### src/rtl/four_bit_add_sub_if.sv
// Operand/result bundle for four_bit_add_sub.
//   master: drives in_valid, A, B, ctrl; observes S, Cout, initialCout, out_valid
//   slave : the arithmetic block itself
interface four_bit_add_sub_if;
  logic       in_valid;
  logic [3:0] A;
  logic [3:0] B;
  logic       ctrl;
  logic [3:0] S;
  logic       Cout;
  logic       initialCout;
  logic       out_valid;

  modport master (
    output in_valid, A, B, ctrl,
    input  S, Cout, initialCout, out_valid
  );

  modport slave (
    input  in_valid, A, B, ctrl,
    output S, Cout, initialCout, out_valid
  );
endinterface

### src/rtl/four_bit_add_sub.sv
// Registered 4-bit unsigned adder/subtractor, sign-magnitude subtract result.
//   clk         rising-edge clock
//   rst         asynchronous active-high reset
//   bus.in_valid/A/B/ctrl   operands (ctrl: 0 add, 1 subtract)
//   bus.S       sum or subtraction magnitude (1 cycle latency)
//   bus.Cout    raw ripple carry-out (for subtract: 1 iff A>=B)
//   bus.initialCout  negative flag, set only for subtract with A<B
//   bus.out_valid    high one cycle after in_valid

// One bit of the ripple chain.
module fa_cell (
  input  logic a,
  input  logic b,
  input  logic ci,
  output logic s,
  output logic co
);
  assign s  = a ^ b ^ ci;
  assign co = (a & b) | (ci & (a ^ b));
endmodule

module four_bit_add_sub (
  input  logic                  clk,
  input  logic                  rst,
  four_bit_add_sub_if.slave     bus
);
  localparam int W      = 4;
  localparam int STAGES = 1;

  typedef struct packed {
    logic [W-1:0] s;
    logic         cout;
    logic         neg;
  } res_t;

  logic [W-1:0] a, bx, raw;
  logic [W:0]   c;
  res_t         res_next, res_q;
  logic [STAGES:1] vld_q;
  logic [STAGES:0] vld_pipe;

  assign a    = bus.A;
  // ctrl inverts B and supplies the +1, forming A + ~B + 1 = A - B.
  assign bx   = bus.B ^ {W{bus.ctrl}};
  assign c[0] = bus.ctrl;

  for (genvar i = 0; i < W; i++) begin : g_fa
    fa_cell u_fa (
      .a  (a[i]),
      .b  (bx[i]),
      .ci (c[i]),
      .s  (raw[i]),
      .co (c[i+1])
    );
  end

  always_comb begin
    res_next      = '0;
    res_next.cout = c[W];
    // No carry out of a subtraction means A<B: recomplement to get B-A.
    res_next.neg  = bus.ctrl & ~c[W];
    res_next.s    = res_next.neg ? (~raw + 4'd1) : raw;
  end

  assign vld_pipe = {vld_q, bus.in_valid};

  always_ff @(posedge clk or posedge rst) begin
    if (rst) begin
      res_q <= '0;
      vld_q <= '0;
    end else begin
      vld_q <= vld_pipe[STAGES-1:0];
      if (bus.in_valid) res_q <= res_next;
    end
  end

  assign bus.S           = res_q.s;
  assign bus.Cout        = res_q.cout;
  assign bus.initialCout = res_q.neg;
  assign bus.out_valid   = vld_pipe[STAGES];
endmodule

### src/flat_wrapper.sv
// flat-port wrapper written by rule: the top's interface ports become plain ports
module four_bit_add_sub_flat 
  (clk, rst, bus_in_valid, bus_A, bus_B, bus_ctrl, bus_S, bus_Cout, bus_initialCout, bus_out_valid);
  four_bit_add_sub_if bus_i ();
  input  logic clk;
  input  logic rst;
  input wire logic [$bits(bus_i.in_valid)-1:0] bus_in_valid;
  input wire logic [$bits(bus_i.A)-1:0] bus_A;
  input wire logic [$bits(bus_i.B)-1:0] bus_B;
  input wire logic [$bits(bus_i.ctrl)-1:0] bus_ctrl;
  output wire logic [$bits(bus_i.S)-1:0] bus_S;
  output wire logic [$bits(bus_i.Cout)-1:0] bus_Cout;
  output wire logic [$bits(bus_i.initialCout)-1:0] bus_initialCout;
  output wire logic [$bits(bus_i.out_valid)-1:0] bus_out_valid;
  assign bus_i.in_valid = bus_in_valid;
  assign bus_i.A = bus_A;
  assign bus_i.B = bus_B;
  assign bus_i.ctrl = bus_ctrl;
  assign bus_S = bus_i.S;
  assign bus_Cout = bus_i.Cout;
  assign bus_initialCout = bus_i.initialCout;
  assign bus_out_valid = bus_i.out_valid;
  four_bit_add_sub u_core (.clk(clk), .rst(rst), .bus(bus_i));
endmodule
### config.mk
export PLATFORM = sky130hd
export DESIGN_NAME = four_bit_add_sub_flat
export DESIGN_NICKNAME = d
export VERILOG_FILES = /design/src/rtl/four_bit_add_sub_if.sv /design/src/rtl/four_bit_add_sub.sv /design/src/flat_wrapper.sv
export SDC_FILE = /design/constraint.sdc
export NUM_CORES = 1
export LEC_CHECK = 0
export CORE_AREA = 2 2 39 41
export CTS_CLUSTER_SIZE = 40
export DETAILED_ROUTE_END_ITERATION = 16
export DIE_AREA = 0 0 41 43
export DONT_BUFFER_PORTS = 1
export GPL_TIMING_DRIVEN = 0
export MAX_ROUTING_LAYER = met4
export PLACE_DENSITY = 0.54
export SETUP_SLACK_MARGIN = 0.1
export SYNTH_ARGS = -nofsm -noshare
export SYNTH_HDL_FRONTEND = slang
export SYNTH_HIERARCHICAL = 1
export SYNTH_SLANG_ARGS = --single-unit
### constraint.sdc
create_clock -name clk -period 2.1 [get_ports clk]
set_clock_uncertainty 0.2 [all_clocks]
set_input_delay 0.42 -clock clk [delete_from_list [all_inputs] [get_ports clk]]
set_output_delay 0.42 -clock clk [all_outputs]
set_load 0.05 [all_outputs]
# --- Word level (Yosys, flattened, before mapping) ---
# Index checks and enable logic that the tools add are counted.
word_totals:
  n_memories: 0
  mem_bits_ro: 0
  regBits: 7
  latch_bits: 0
  ram_bits: 0
classes:
  reduce_logical: 0
  addsub: 1
  magnitude_cmp: 0
  mul: 0
  shift: 0
  div: 0
  n_eq_ne: 0
  bitwise_logic: 24
  mux: 1
ops:
  columns: ["operator", "n"]
  rows:
  - ["$and 1x1->1", 9]
  - ["$xor 1x1->1", 8]
  - ["$add 4x1->4 const B", 1]
  - ["$mux 4", 1]
  - ["$not 4->4", 1]
  - ["$or 1x1->1", 4]
  - ["$xor 4x4->4", 1]
  - ["$not 1->1", 1]

# --- Depth between registers and ports, before layout ---
logic_depth:
  ltp_word: 13
  ltp_mapped: 9

# --- Cells and area by module ---
# Netlist, hierarchy kept.
modules_own_cells:
  columns: ["mod", "n_inst", "area_per_inst_um2", "cells_each"]
  rows:
  - ["four_bit_add_sub", 1, 379.1, 34]
  - ["fa_cell", 4, 20.0, 1]

# --- Worst setup path before layout ---
# Ideal clock, no wire load.
synth_timing:
  path_kind: "input -> register"
  start: "input port bus_ctrl"
  end: "register u_core.res_q, in the netlist u_core/bus.S[3]"
  t_required_ns: 1.818
  path_stages: 9
  setup_ns: 0.082
  n_path_buf: 1
  arrival_ns: 2.920
  slack_ns: -1.102
  path_cell_list: "buf_6 > xor2_1 > fa_1 > fa_1 > fa_1 > fa_1 > nand2b_4 > or3_1 > a31oi_1"
synth_via:
  elab_chain_cells: 13
synth_rtl:
  columns: ["element", "line", "text"]
  rows:
  - ["start, declared", "flat_wrapper.sv:10", "input wire logic [$bits(bus_i.ctrl)-1:0] bus_ctrl;"]
  - ["$xor 4x4->4 *", "four_bit_add_sub.sv:44", "assign bx = bus.B ^ {W{bus.ctrl}};"]
  - ["net u_core.bx[0]", "four_bit_add_sub.sv:36", "logic [W-1:0] a, bx, raw;"]
  - ["$xor 1x1->1", "four_bit_add_sub.sv:19", "assign co = (a & b) | (ci & (a ^ b));"]
  - ["$and 1x1->1", "four_bit_add_sub.sv:19", null]
  - ["$or 1x1->1 *", "four_bit_add_sub.sv:19", null]
  - ["net u_core.c[1]", "four_bit_add_sub.sv:37", "logic [W:0] c;"]
  - ["$and 1x1->1 *", "four_bit_add_sub.sv:19", null]
  - ["$or 1x1->1 *", "four_bit_add_sub.sv:19", null]
  - ["net u_core.c[2]", "four_bit_add_sub.sv:37", null]
  - ["(+1 left out)", null, null]
  - ["$or 1x1->1 *", "four_bit_add_sub.sv:19", null]
  - ["net u_core.c[3]", "four_bit_add_sub.sv:37", null]
  - ["$and 1x1->1 *", "four_bit_add_sub.sv:19", null]
  - ["$or 1x1->1 *", "four_bit_add_sub.sv:19", null]
  - ["net u_core.c[4]", "four_bit_add_sub.sv:37", null]
  - ["$not 1->1 *", "four_bit_add_sub.sv:61", "res_next.neg = bus.ctrl & ~c[W];"]
  - ["$and 1x1->1 *", "four_bit_add_sub.sv:61", null]
  - ["$mux 4 *", "four_bit_add_sub.sv:62", "res_next.s = res_next.neg ? (~raw + 4'd1) : raw;"]
  - ["end signal, assigned", "four_bit_add_sub.sv:73", "if (bus.in_valid) res_q <= res_next;"]
  - ["end, declared", "four_bit_add_sub.sv:38", "res_t res_next, res_q;"]
# The timed path passes the listed nets; every way through them passes the cells marked *.
# A chain may end at the register's enable or synchronous reset.

# --- Worst setup path after layout ---
# Same ends and word-level chain as after synthesis.

==> flow_summary_export.csv <==
group,metric,value,unit
logic_synthesis,synthCells,38,
layout,seqCellArea,175,um^2
layout,antenna_cells,0,
sta,fin_crit,2.78,ns
route,wl_per_cell,12.7,um
clock_network,path_clk_slew,0.05,ns
clock_network,htree_levels,1,
grt,antenna_found_initial,0,
route,postRouteAntennaNets,0,
pwr,power_density,955,nW/um^2
clock_network,clkSinkCount,7,
placed_design,dp.cells,54,
setup_path,critPathBufInv,1,
hold_path,min_path_type,"in2reg",
setup_path,critPathTopFamily,"adder cells",
flow_run,cap_violations,0,
route,drt-total-wl,797,um
placed_design,gp_congestion,0.746,
sta,fin_crit_sh,132,%
clock_network,numCtsBuffers,3,
pwr,max-vdd-ir-drop,276,uV
sta,rsz0062_at_grt,"true",
clock_network,cts_tree,"yes",
logic_synthesis,synth_top_area_share,38.1,%
die,coreArea,1380,um^2
route,vias_per_cell,4.70,
pwr,power.leakage,0.247,nW
layout,num-fill-cells,132,
setup_path,cp.required,2.07,ns
logic_synthesis,avgSynthCellArea,12.1,um^2
route,drc_errors,0,
setup_path,reg2reg_to,"u_core/bus.Cout$_DFFE_PP0P_",
layout,final_common_cell,"dfrtp_1",
clock_network,clockBufferDepth,2,
layout,drive_gt1_share,40.4,%
die,rows,14,
grt,grt_use_total,12.5,%
hold_path,worstHoldEndpoint,"u_core/bus.S[2]$_DFFE_PP0P_",
logic_synthesis,syn_nets,55,
die,die_y,43,um
sta,fin_ws,-0.676,ns
layout,fin_nets,65,
sta,timing.fmax,360,MHz
setup_path,end_kind,"flip-flop",
sta,slew_violations,0,
setup_path,crit_top_cell,"fa_2",
logic_synthesis,syn-cell-area,459,um^2
die,die-area,1760,um^2
layout,final_cell_mix,"dfrtp_1, fa_2",
hold_path,hold_depth,2,
die,initial_utilization,33.2,%
grt,grt_max_degree,10,
grt,grt_pass1_wl,1320,um
clock_network,cts_root_buf,"clkbuf_4",
grt,grt_pass1_vias,315,
logic_synthesis,synth_seq_cells,7,
setup_path,worstPathArrival,2.75,ns
logic_synthesis,yosysTopAreaCell,"dfrtp_1",
hold_path,min_from,"bus_in_valid",
setup_path,crit_chain,"buf_12, xor2_2, fa_2, fa_2, fa_2, fa_2, nand2b_4, or3_1, a31oi_1",
placed_design,port_buffers,0,
grt,grt_overflow_total,0,
pwr,finalPower,551,uW
setup_path,reg2reg_from,"u_core/bus.Cout$_DFFE_PP0P_",
route,dr.pass1.iters,4,
setup_path,reg2reg_depth,1,
layout,area_delta_synth_final,25.6,%
logic_synthesis,ys_warn_count,6,
die,pin_count,19,
setup_path,cp_slowest_cell,"fa_2",
setup_path,path_max_fanout,3,
logic_synthesis,synth-seq-area-share,38.1,%
sta,hold_violations,0,
sta,timing.hold.ws,0.268,ns
clock_network,insertion_delay,0.25,ns
sta,tightest_slew,0.493,ns
logic_synthesis,synthTopCellsByArea,"dfrtp_1, fa_1, xor2_1",
sta,setup_violations,5,
sta,relSlewSlack,67.1,%
route,vias,296,
setup_path,r2r_slack,0.87,ns
outcome,status,"finished, violations left",
layout,multiInputGateArea,277,um^2
setup_path,crit_type,"in2reg",
die,die_w,41,um
outcome,violations,"setup timing",
setup_path,cpPeakStageDelay,0.37,ns
route,drt_iter0_drc,1,
setup_path,start_kind,"input pin",
layout,final_util,41.7,%
logic_synthesis,ys_types,19,
layout,stdcell_count,63,
==> power breakdown <==
part | switching (mW) | total (mW) | internal, mW
registers | 0.126 | 0.288 | 0.162
clock network | 0.0492 | 0.122 | 0.0725
logic | 0.0631 | 0.141 | 0.0783
total | 0.238 | 0.551 | 0.313
==> state kept, by name (all words and copies together) (netlist names) <==
signal / flops
u_core/bus.Cout: 1
u_core/bus.S: 4
u_core/bus.initialCout: 1
u_core/bus.out_valid: 1
==> stage by stage <==
stage | worst slack, ns | TNS [ns] | area [um^2]
detailed placement | -1.07 | -4.36 | 505
floorplan | -0.970 | -3.86 | 485
CTS | -0.679 | -2.76 | 577
global placement | -1.04 | -4.26 | 505
finish | -0.676 | -2.74 | 577
global route | -0.770 | -3.18 | 577
==> final cells by class <==
cell class              instances  share of cell area, %
flip-flops and latches          7                   30.4
repair buffers                  5                   7.38
well taps                      16                   3.47
inverters                       3                   1.95
plain buffers                   2                   4.34
clock buffers                   4                   4.56
multi-input cells              26                   47.9
==> synthesized netlist by cell type (all sizes together) <==
cell and number:
ha 1, a21oi 2, xnor2 1, nand2b 1
xor2 4, nor2 3, nor3 1, o21ai 1
buf 2, fa 4, mux2 3, inv 3
a31oi 1, mux2i 1, nor2b 1, nor3b 1
dfrtp 7, or3 1
==> what timing repair did <==
action                     4_1_cts  5_1_grt
pin swaps                        3        0
gates cloned                     0        0
hold buffers                     2        0
gates resized for setup          1        0
buffers inserted                 3        0
hold endpoints to repair         8        0
setup endpoints to repair        5        5
==> routing by layer <==
layer	up-vias	wire length (um)	global-route usage [%]
li1	140	-	-
met1	138	297	14.0
met2	14	393	16.9
met3	4	62	0
met4	0	43	16.0
met5	-	0	-
==> cell families after synthesis <==
group / count (synthesis) / synth area share [%]
DFF: 7 / 38.1
adders and majority gates: 5 / 20.2
AOI/OAI and AO/OA: 4 / 4.63
and+or+nand+nor: 8 / 12.0
buffers and inverters: 5 / 5.99
muxes: 4 / 9.54
xor gates and xnor gates: 5 / 9.54
==> worst max-delay path by stage <==
stage                     startpoint                          end  slack [ns]  depth (start not counted)
after floorplan             bus_ctrl  u_core/bus.S[3]$_DFFE_PP0P_       -0.97                          9
after global placement      bus_ctrl  u_core/bus.S[3]$_DFFE_PP0P_       -1.04                          9
after detailed placement    bus_ctrl  u_core/bus.S[3]$_DFFE_PP0P_       -1.07                          9
after CTS                   bus_ctrl  u_core/bus.S[3]$_DFFE_PP0P_       -0.68                          9
after global routing        bus_ctrl  u_core/bus.S[3]$_DFFE_PP0P_       -0.77                          9
final                       bus_ctrl  u_core/bus.S[3]$_DFFE_PP0P_       -0.68                          9
No activity file was read; power rests on OpenSTA's default activity.
